--- src/rtl/decoder_pkg.sv ---
// decoder_pkg
// Shared definitions for the decoder_scan block: the mode encoding presented
// on the mode input, the FSM state encoding, and the legal range of the
// select width parameter.
package decoder_pkg;

  // Encoding of the 2-bit mode input.
  typedef enum logic [1:0] {
    MODE_DIRECT = 2'b00,
    MODE_PULSE  = 2'b01,
    MODE_SCAN   = 2'b10,
    MODE_RSVD   = 2'b11
  } mode_e;

  // Controller states.
  typedef enum logic [2:0] {
    ST_IDLE       = 3'd0,
    ST_DIRECT     = 3'd1,
    ST_PULSE_WAIT = 3'd2,
    ST_PULSE_FIRE = 3'd3,
    ST_SCAN       = 3'd4
  } state_e;

  // Legal range of SEL_W (output width is 2**SEL_W).
  localparam int SEL_W_MIN = 1;
  localparam int SEL_W_MAX = 8;

endpackage

--- src/rtl/decoder_scan_if.sv ---
// decoder_scan_if
// Bundles the control inputs, the sel handshake and the decoded output bus of
// decoder_scan.
//   master : drives en, mode, sel_valid, sel, dwell; observes the rest
//   slave  : the decoder_scan side
// Signals:
//   en        global enable
//   mode      operating mode (see decoder_pkg::mode_e)
//   sel_valid sel offered this cycle
//   sel       binary index to decode
//   sel_ready sel accepted this cycle when high together with sel_valid
//   dwell     SCAN: cycles per index minus 1
//   out       registered one-hot output, or all-zero
//   out_idx   binary index of the asserted out bit, 0 when out is zero
//   out_valid high exactly when out is non-zero
//   wrap      one-cycle pulse when SCAN wraps back to index 0
interface decoder_scan_if #(
  parameter int SEL_W   = 4,
  parameter int DWELL_W = 8
);
  localparam int N = 1 << SEL_W;

  logic               en;
  logic [1:0]         mode;
  logic               sel_valid;
  logic [SEL_W-1:0]   sel;
  logic               sel_ready;
  logic [DWELL_W-1:0] dwell;
  logic [N-1:0]       out;
  logic [SEL_W-1:0]   out_idx;
  logic               out_valid;
  logic               wrap;

  modport master (
    output en, mode, sel_valid, sel, dwell,
    input  sel_ready, out, out_idx, out_valid, wrap
  );

  modport slave (
    input  en, mode, sel_valid, sel, dwell,
    output sel_ready, out, out_idx, out_valid, wrap
  );
endinterface

--- src/rtl/decoder_n.sv ---
// decoder_n
// Combinational binary-to-one-hot decoder.
// Ports:
//   idx    : binary index, SEL_W bits
//   onehot : 2**SEL_W bits, exactly bit idx set
module decoder_n #(
  parameter int SEL_W = 4
) (
  input  logic [SEL_W-1:0]      idx,
  output logic [(1<<SEL_W)-1:0] onehot
);

  // NOTE: every output of a combinational block gets a default first, so no
  // path leaves it unassigned and no latch is inferred.
  always_comb begin
    onehot      = '0;
    onehot[idx] = 1'b1;
  end

endmodule

--- src/rtl/decoder_scan.sv ---
// decoder_scan
// Registered binary-to-one-hot decoder with three operating modes:
//   DIRECT : every accepted sel is decoded and held until the next one
//   PULSE  : an accepted sel is decoded for exactly one cycle
//   SCAN   : the output walks indices 0..N-1, each held dwell+1 cycles
// Ports:
//   clk   : clock, all state updates on the rising edge
//   rst_n : synchronous active-low reset
//   bus   : decoder_scan_if slave (controls, sel handshake, decoded output)
module decoder_scan
  import decoder_pkg::*;
#(
  parameter int SEL_W   = 4,
  parameter int DWELL_W = 8
) (
  input  logic           clk,
  input  logic           rst_n,
  decoder_scan_if.slave  bus
);

  localparam int N = 1 << SEL_W;

  if (SEL_W < SEL_W_MIN || SEL_W > SEL_W_MAX) begin : g_sel_w_check
    $error("decoder_scan: SEL_W outside legal range");
  end

  state_e             st;
  mode_e              mode_q;   // mode latched on entry to the current state
  logic [DWELL_W-1:0] cnt;      // cycles left on the current SCAN index
  logic [SEL_W-1:0]   dec_in;
  logic [N-1:0]       dec_out;
  mode_e              mode_in;
  logic               leave;
  logic               xfer;

  assign mode_in = mode_e'(bus.mode);
  assign leave   = !bus.en || (mode_in != mode_q);
  assign xfer    = bus.sel_valid && bus.sel_ready;

  // One shared decoder: IDLE feeds index 0 (the first SCAN index), SCAN feeds
  // the next index, DIRECT/PULSE feed the offered sel.
  always_comb begin
    dec_in = bus.sel;
    if (st == ST_IDLE) begin
      dec_in = '0;
    end else if (st == ST_SCAN) begin
      dec_in = bus.out_idx + SEL_W'(1);
    end
  end

  decoder_n #(.SEL_W(SEL_W)) u_dec (
    .idx    (dec_in),
    .onehot (dec_out)
  );

  // NOTE: registers are updated with non-blocking assignments so every flop
  // samples the values from before the edge, independent of statement order.
  always_ff @(posedge clk) begin
    // NOTE: the reset is synchronous; it is just the highest-priority branch
    // inside the clocked block, sampled on the rising edge.
    if (!rst_n) begin
      st            <= ST_IDLE;
      mode_q        <= MODE_DIRECT;
      cnt           <= '0;
      bus.out       <= '0;
      bus.out_idx   <= '0;
      bus.out_valid <= 1'b0;
      bus.wrap      <= 1'b0;
      bus.sel_ready <= 1'b0;
    end else begin
      bus.wrap <= 1'b0;
      if (st == ST_IDLE) begin
        // Outputs are already cleared on the way into IDLE.
        if (bus.en && (mode_in != MODE_RSVD)) begin
          mode_q <= mode_in;
          case (mode_in)
            MODE_DIRECT: begin
              st            <= ST_DIRECT;
              bus.sel_ready <= 1'b1;
            end
            MODE_PULSE: begin
              st            <= ST_PULSE_WAIT;
              bus.sel_ready <= 1'b1;
            end
            default: begin
              // SCAN shows index 0 on its very first cycle.
              st            <= ST_SCAN;
              bus.out       <= dec_out;
              bus.out_idx   <= dec_in;
              bus.out_valid <= 1'b1;
              cnt           <= bus.dwell;
            end
          endcase
        end
      end else if (leave) begin
        // Enable dropped or mode changed: drop everything and re-enter via IDLE.
        st            <= ST_IDLE;
        cnt           <= '0;
        bus.out       <= '0;
        bus.out_idx   <= '0;
        bus.out_valid <= 1'b0;
        bus.sel_ready <= 1'b0;
      end else begin
        case (st)
          ST_DIRECT: begin
            if (xfer) begin
              bus.out       <= dec_out;
              bus.out_idx   <= dec_in;
              bus.out_valid <= 1'b1;
            end
          end
          ST_PULSE_WAIT: begin
            if (xfer) begin
              st            <= ST_PULSE_FIRE;
              bus.out       <= dec_out;
              bus.out_idx   <= dec_in;
              bus.out_valid <= 1'b1;
              bus.sel_ready <= 1'b0;
            end
          end
          ST_PULSE_FIRE: begin
            st            <= ST_PULSE_WAIT;
            bus.out       <= '0;
            bus.out_idx   <= '0;
            bus.out_valid <= 1'b0;
            bus.sel_ready <= 1'b1;
          end
          ST_SCAN: begin
            if (cnt == '0) begin
              // Load the next index; its dwell is sampled now, so a dwell
              // change only affects indices loaded after it.
              bus.out       <= dec_out;
              bus.out_idx   <= dec_in;
              bus.out_valid <= 1'b1;
              cnt           <= bus.dwell;
              bus.wrap      <= (dec_in == '0);
            end else begin
              cnt <= cnt - DWELL_W'(1);
            end
          end
          default: begin
            st            <= ST_IDLE;
            cnt           <= '0;
            bus.out       <= '0;
            bus.out_idx   <= '0;
            bus.out_valid <= 1'b0;
            bus.sel_ready <= 1'b0;
          end
        endcase
      end
    end
  end

endmodule
--- src/flat_wrapper.sv ---
// flat-port wrapper written by rule: the top's interface ports become plain ports
module decoder_scan_flat import decoder_pkg::*;
#(
  parameter int SEL_W   = 4,
  parameter int DWELL_W = 8
)
  (clk, rst_n, bus_en, bus_mode, bus_sel_valid, bus_sel, bus_dwell, bus_sel_ready, bus_out, bus_out_idx, bus_out_valid, bus_wrap);
  decoder_scan_if #(.SEL_W(SEL_W), .DWELL_W(DWELL_W)) bus_i ();
  input  logic clk;
  input  logic rst_n;
  input wire logic [$bits(bus_i.en)-1:0] bus_en;
  input wire logic [$bits(bus_i.mode)-1:0] bus_mode;
  input wire logic [$bits(bus_i.sel_valid)-1:0] bus_sel_valid;
  input wire logic [$bits(bus_i.sel)-1:0] bus_sel;
  input wire logic [$bits(bus_i.dwell)-1:0] bus_dwell;
  output wire logic [$bits(bus_i.sel_ready)-1:0] bus_sel_ready;
  output wire logic [$bits(bus_i.out)-1:0] bus_out;
  output wire logic [$bits(bus_i.out_idx)-1:0] bus_out_idx;
  output wire logic [$bits(bus_i.out_valid)-1:0] bus_out_valid;
  output wire logic [$bits(bus_i.wrap)-1:0] bus_wrap;
  assign bus_i.en = bus_en;
  assign bus_i.mode = bus_mode;
  assign bus_i.sel_valid = bus_sel_valid;
  assign bus_i.sel = bus_sel;
  assign bus_i.dwell = bus_dwell;
  assign bus_sel_ready = bus_i.sel_ready;
  assign bus_out = bus_i.out;
  assign bus_out_idx = bus_i.out_idx;
  assign bus_out_valid = bus_i.out_valid;
  assign bus_wrap = bus_i.wrap;
  decoder_scan #(.SEL_W(SEL_W), .DWELL_W(DWELL_W)) u_core (.clk(clk), .rst_n(rst_n), .bus(bus_i));
endmodule
--- config.mk ---
export PLATFORM = sky130hd
export DESIGN_NAME = decoder_scan_flat
export DESIGN_NICKNAME = d
export VERILOG_FILES = /design/src/rtl/decoder_pkg.sv /design/src/rtl/decoder_scan_if.sv /design/src/rtl/decoder_n.sv /design/src/rtl/decoder_scan.sv /design/src/flat_wrapper.sv
export SDC_FILE = /design/constraint.sdc
export NUM_CORES = 1
export LEC_CHECK = 0
export BUFFER_PORTS_ARGS = -buffer_cell sky130_fd_sc_hd__buf_2
export CAP_MARGIN = 20
export CORE_MARGIN = 2
export CORE_UTILIZATION = 58
export CTS_BUF_LIST = sky130_fd_sc_hd__clkbuf_4 sky130_fd_sc_hd__clkbuf_8
export CTS_CLUSTER_SIZE = 24
export DETAILED_ROUTE_END_ITERATION = 6
export HOLD_SLACK_MARGIN = 0.15
export PLACE_DENSITY = 0.85
export RECOVER_POWER = 50
export SLEW_MARGIN = 25
export SYNTH_ARGS = -nofsm -noshare
export SYNTH_HDL_FRONTEND = slang
export SYNTH_HIERARCHICAL = 1
export SYNTH_SLANG_ARGS = --single-unit
--- constraint.sdc ---
create_clock -name clk -period 2.56 [get_ports clk]
set_clock_uncertainty 0.15 [all_clocks]
set_input_delay 0.512 -clock clk [delete_from_list [all_inputs] [get_ports clk]]
set_output_delay 0.512 -clock clk [all_outputs]
set_load 0.03 [all_outputs]
==> results.py, run 1 <==
metrics = {
    "logic_synthesis": {
        "syn_avg_cell_area_sq_um": 8.34,
        "synth_async_sr_flop_share_pct": 0,
        "synth_top_flop_cell": "dfxtp_1",
        "synth_area_leaders": "dfxtp_1 (31%), nand2_1 (9.1%), o22ai_2 (5.3%), o21ai_0 (3.6%), nor4b_2 (3.2%)",
        "synth_top_cell_area_share_pct": 30.6,
        "syn_inst": 282,
        "yosysTopAreaCell": "dfxtp_1",
        "yosysWarnings": 6,
        "syn_nets": 303,
        "yosysSeqAreaShare_pct": 30.6,
        "synth_area_sq_um": 2350,
        "synth_seq_cells": 36,
        "ys_types": 59,
        "synth-edff-count": 0,
    },
    "timing": {
        "period_share_pct": 88.5,
        "max_freq_mhz": 441,
        "setup_viol": 0,
        "slew-limit-headroom_pct": 50.6,
        "worst_pin_slew_ps": 736,
        "fin_ws_ps": 295,
        "rsz0062_at_grt": "no",
        "drv_slew": 0,
        "setup_tns_ps": 0,
        "fin_crit_ps": 2270,
        "hold_viol_final": 0,
    },
    "global_routing": {
        "grt_pass1_wl_mm": 8.69,
        "grt-ovfl-total": 0,
        "grt.total_usage_pct": 24.6,
        "grt_pass1_vias": 1920,
        "antenna_found_initial": 0,
        "grt_max_degree": 26,
    },
    "flow_run": {
        "drv_cap": 0,
    },
    "die": {
        "start_util_pct": 59.7,
        "core_area_sq_um": 3940,
        "placement_rows": 23,
        "dieArea_sq_um": 4580,
        "die_y_um": 67.7,
        "die_w_um": 67.7,
        "io_pins": 41,
    },
    "hold_path": {
        "hp-class": "reg -> reg",
    },
    "detailed_routing": {
        "drc_errors": 0,
        "avgRoutedWirePerCell_um": 14.5,
        "num_vias": 2172,
        "wl_mm": 5.35,
        "ant_nets": 0,
        "dr.pass1.iters": 4,
        "vias_per_cell": 5.90,
        "drt_iter0_markers": 196,
    },
    "layout": {
        "layout_common_cells": "nand2_1 (57), dfxtp_1 (36), clkbuf_1 (25)",
        "antenna_cells": 0,
        "seq_area_sq_um": 721,
        "layout-drive-gt1-share_pct": 19.2,
        "final_nets": 338,
        "fillers": 337,
        "multiInputGateArea_sq_um": 1450,
        "area_delta_synth_final_pct": 11.7,
        "mostFrequentLayoutCell": "nand2_1",
    },
    "place": {
        "io_buffer_count": 40,
        "place_worst_setup_slack_ps": 287,
        "hpwl_mm": 3.68,
        "gp_congestion": 0.866,
    },
    "clock_tree": {
        "clockRootBuffer": "clkbuf_8",
        "cts_resized": 0,
        "cts_hold_buf": 0,
        "clockBufferDepth": 2,
        "clk_latency_ps": 290,
        "cts_made_buffers": 5,
        "cts_max_level": 2,
        "cts_tree": "done",
        "clk_pin_slew_worst_paths_ps": 80,
        "clock_sinks": 36,
        "cts_post_setup_buffers_inserted": 0,
    },
    "critical_path": {
        "worstSetupPathType": "reg -> reg",
        "worstPathArrival_ps": 2270,
        "cp_num_buf_inv": 2,
        "critPathTopFamily": "compound AO/OA/AOI/OAI gates",
        "path_cells": "inv_1 -> ha_1 -> nor4b_2 -> a21oi_2 -> o22ai_4 -> buf_4 -> o22ai_2",
        "cpPeakStageDelay_ps": 400,
        "cp.required_ps": 2560,
        "end_kind": "flip-flop",
        "crit_slowest_cell": "nor4b_2",
        "crit_fanout": 17,
        "start_kind": "flip-flop",
    },
    "power": {
        "peakVddDrop_uv": 281,
        "power_density_nw_per_um2": 577,
        "power_leakage_nw": 0.972,
    },
    "run_status": {
        "status": "completed",
    },
}
[metal layers]
metal | GRT usage [%] | part of all wire (%) | up-vias
met2 | 39.3 | 48 | 58
li1 | - | - | 1108
met5 | 0 | 0 | -
met3 | 5.33 | 4.7 | 6
met4 | 8.67 | 0.86 | 0
met1 | 32.5 | 46 | 1000
[tightest hold or removal path, stage by stage (launching register included)]
cell and delay, ps:
dfxtp_1 310, nand2_1 50, o22ai_1 60
[area by class of cell]
class / instances / share of cell area, %
clock buffers: 5 / 2.62
well taps: 50 / 2.38
inverters: 11 / 1.57
clock inverters: 3 / 1.62
flip-flops and latches: 36 / 27.4
repair buffers: 50 / 9.19
multi-input cells: 213 / 55.2
[metrics by stage]
| stage | cells | hold WS (ps) | area [sq um] | utilization, % | power (mW) |
|---|---|---|---|---|---|
| after floorplan | 282 | 335 | 2350 | - | 0.946 |
| after global placement | 360 | 302 | 2550 | 64.8 | 1.01 |
| after detailed placement | 360 | 311 | 2550 | 64.8 | 1.02 |
| after CTS | 368 | 323 | 2670 | 67.6 | 1.52 |
| after global routing | 368 | 347 | 2630 | 66.6 | 1.59 |
| final | 368 | 320 | 2630 | 66.6 | 1.51 |
[synth_stat cells, types with 6 or more instances]
cell type	number
a21oi_1	13
dfxtp_1	36
inv_1	11
nor2_1	13
a31oi_1	6
clkbuf_1	9
nand2_1	57
o21ai_0	17
buf_4	7
nand3_1	6
o22ai_1	7
o22ai_2	10
[power by group]
part	leakage, nW	switching, mW	internal (mW)	total (mW)
Clock	0.0541	0.216	0.288	0.505
Combinational	0.625	0.247	0.146	0.392
Sequential	0.293	0.0314	0.587	0.618
Total	0.971	0.494	1.02	1.51
[registers in the layout (all words and copies together), names as in the netlist]
register and flops:
u_core/mode_q 2, u_core/st 3, u_core/bus.wrap 1, u_core/bus.sel_ready 1, u_core/bus.out_valid 1, u_core/bus.out 16, u_core/cnt 8, u_core/bus.out_idx 4
[worst paths after layout]
check | end | start | depth (start not counted) | slack [ps]
worst min-delay path | u_core/bus.out[11] | u_core/bus.out[11] | 2 | 320
worst max-delay path | u_core/bus.out[5] | u_core/cnt[0] | 7 | 290
worst max register to register | u_core/bus.out[5] | u_core/cnt[0] | 7 | 290
worst min register to register | u_core/bus.out[11] | u_core/bus.out[11] | 2 | 320
[kinds of logic (layout without fill, tap and decap cells)]
family | count (synthesis) | count (layout) | share of synthesized area [%]
XOR/XNOR | 7 | 7 | 2.61
flip-flops | 36 | 36 | 30.6
adder cells (fa/ha/maj) | 3 | 3 | 1.60
AND/OR/NAND/NOR | 116 | 116 | 28.4
multiplexers | 4 | 4 | 1.70
buffers and inverters | 33 | 69 | 7.50
AO/OA/AOI/OAI | 83 | 83 | 27.6
No activity file was read; power rests on OpenSTA's default activity.
==> inputs of run 2 (changes only) <==
==> constraint.sdc (replaced) <==
create_clock -name clk -period 2.6 [get_ports clk]
set_clock_uncertainty 0.15 [all_clocks]
set_input_delay 0.52 -clock clk [delete_from_list [all_inputs] [get_ports clk]]
set_output_delay 0.52 -clock clk [all_outputs]
set_load 0.03 [all_outputs]
==> run 2 against run 1 <==
Final cell count shrank 0.54%. First-iteration DRC count grew 6.1%. Flip-flop and latch count is the same. Clock power grew 37%. Fmax shrank 4.3%. Setup slack lost 63 ps. Global-route usage grew 1.4 points. Critical path type unchanged. Highest routed layer unchanged.
==> results.py, run 2 (synthesis gave the netlist of run 1 again) <==
metrics = {
    "run_status": {
        "status": "completed",
    },
    "layout": {
        "mostFrequentLayoutCell": "nand2_1",
        "layout-drive-gt1-share_pct": 18.7,
        "top_register": "u_core/bus.out",
        "final_nets": 336,
        "layout_common_cells": "nand2_1 (57), dfxtp_1 (36), clkbuf_1 (25)",
        "utilization_pct": 67.3,
        "area_delta_synth_final_pct": 12.8,
        "antenna_cells": 0,
        "largest_reg_flops": 16,
        "fin_cells": 366,
        "largestRegisters": "u_core/bus.out x16, u_core/cnt x8, u_core/bus.out_idx x4",
    },
    "clock_tree": {
        "clk_pin_slew_worst_paths_ps": 70,
        "cts_max_level": 2,
        "clockBufferDepth": 2,
        "clock_sinks": 36,
        "clk_latency_ps": 290,
        "cts_resized": 0,
        "cts_hold_buf": 0,
        "clockRootBuffer": "clkbuf_8",
        "cts_tree": "done",
        "cts_made_buffers": 5,
        "cts_post_setup_buffers_inserted": 0,
    },
    "detailed_routing": {
        "drt_iter0_markers": 208,
        "ant_nets": 0,
        "vias_per_cell": 6.06,
        "avgRoutedWirePerCell_um": 14.8,
        "drc_errors": 0,
        "wl_mm": 5.42,
        "dr.pass1.iters": 4,
        "num_vias": 2219,
    },
    "critical_path": {
        "path_cells": "clkbuf_1 -> xor2_1 -> o2bb2ai_1 -> o22ai_2 -> buf_4 -> o22ai_1",
        "critPathLaunch": "u_core/st[0]",
        "worstPathArrival_ps": 2370,
        "worstSetupPathType": "reg -> reg",
        "critPathTopFamily": "compound AO/OA/AOI/OAI gates",
        "start_kind": "flip-flop",
        "cpPeakStageDelay_ps": 460,
        "crit_slowest_cell": "dfxtp_1",
        "cp.required_ps": 2600,
        "cp_num_buf_inv": 2,
        "end_kind": "flip-flop",
        "r2r_start": "u_core/st[0]",
        "crit_fanout": 16,
    },
    "die": {
        "io_pins": 41,
        "placement_rows": 23,
        "core_area_sq_um": 3940,
        "die_y_um": 67.7,
        "dieArea_sq_um": 4580,
        "die_w_um": 67.7,
        "start_util_pct": 59.7,
    },
    "power": {
        "power_leakage_nw": 0.987,
        "power_density_nw_per_um2": 632,
        "peakVddDrop_uv": 403,
    },
    "timing": {
        "period_share_pct": 91.1,
        "setup_tns_ps": 0,
        "fin_crit_ps": 2370,
        "max_freq_mhz": 422,
        "setup_viol": 0,
        "hold_viol_final": 0,
        "drv_slew": 0,
        "rsz0062_at_grt": "no",
        "worst_pin_slew_ps": 898,
        "hold_ws_ps": 321,
        "slew-limit-headroom_pct": 39.7,
    },
    "hold_path": {
        "hold_start": "u_core/bus.out[11]",
        "hp-class": "reg -> reg",
    },
    "place": {
        "gp_congestion": 0.871,
        "dpl.cell_count": 358,
        "io_buffer_count": 40,
        "hpwl_mm": 3.75,
    },
    "flow_run": {
        "drv_cap": 0,
    },
    "global_routing": {
        "grt_pass1_wl_mm": 9.13,
        "grt_max_degree": 44,
        "antenna_found_initial": 0,
        "grt.total_usage_pct": 26.0,
        "grt-ovfl-total": 0,
        "grt_pass1_vias": 1996,
    },
}
[run 2: metrics by stage]
step                setup slack [ps]  power [mW]  instance area (sq um)
floorplan                        459       0.931                   2350
global placement                 342       0.991                   2540
detailed placement               279       0.998                   2540
CTS                              347        1.69                   2700
global route                    48.4        1.75                   2650
finish                           232        1.68                   2650
[run 2: final timing paths]
| kind | end | slack, ps | depth (start not counted) |
|---|---|---|---|
| worst min-delay path | u_core/bus.out[11] | 320 | 2 |
| worst max register to register | u_core/bus.out[12] | 230 | 6 |
| worst min register to register | u_core/bus.out[11] | 320 | 2 |
| worst max-delay path | u_core/bus.out[12] | 230 | 6 |
[run 2: where the power goes]
| group | switching (mW) | internal, mW |
|---|---|---|
| registers | 0.0304 | 0.578 |
| logic | 0.242 | 0.135 |
| clock network | 0.211 | 0.480 |
[run 2: routing by layer]
metal	wire length, um	global-route usage [%]	up-vias
li1	-	-	1105
met1	2410	32.8	1056
met2	2700	43.8	50
met3	239	4.50	8
met4	68	10.2	0
met5	0	0	-
[run 2: tightest hold or removal path: stages, from the launching register on]
cell and delay [ps]:
dfxtp_1 310, nand2_1 50, o22ai_1 60
[run 2: cell type report]
class	count	area (sq um)
fill	330	1290
tap	50	62.6
multi-input combinational	213	1440
inverter	11	41.3
clock inverter	3	90.1
timing repair buffer	48	226
clock buffer	5	68.8
sequential	36	721
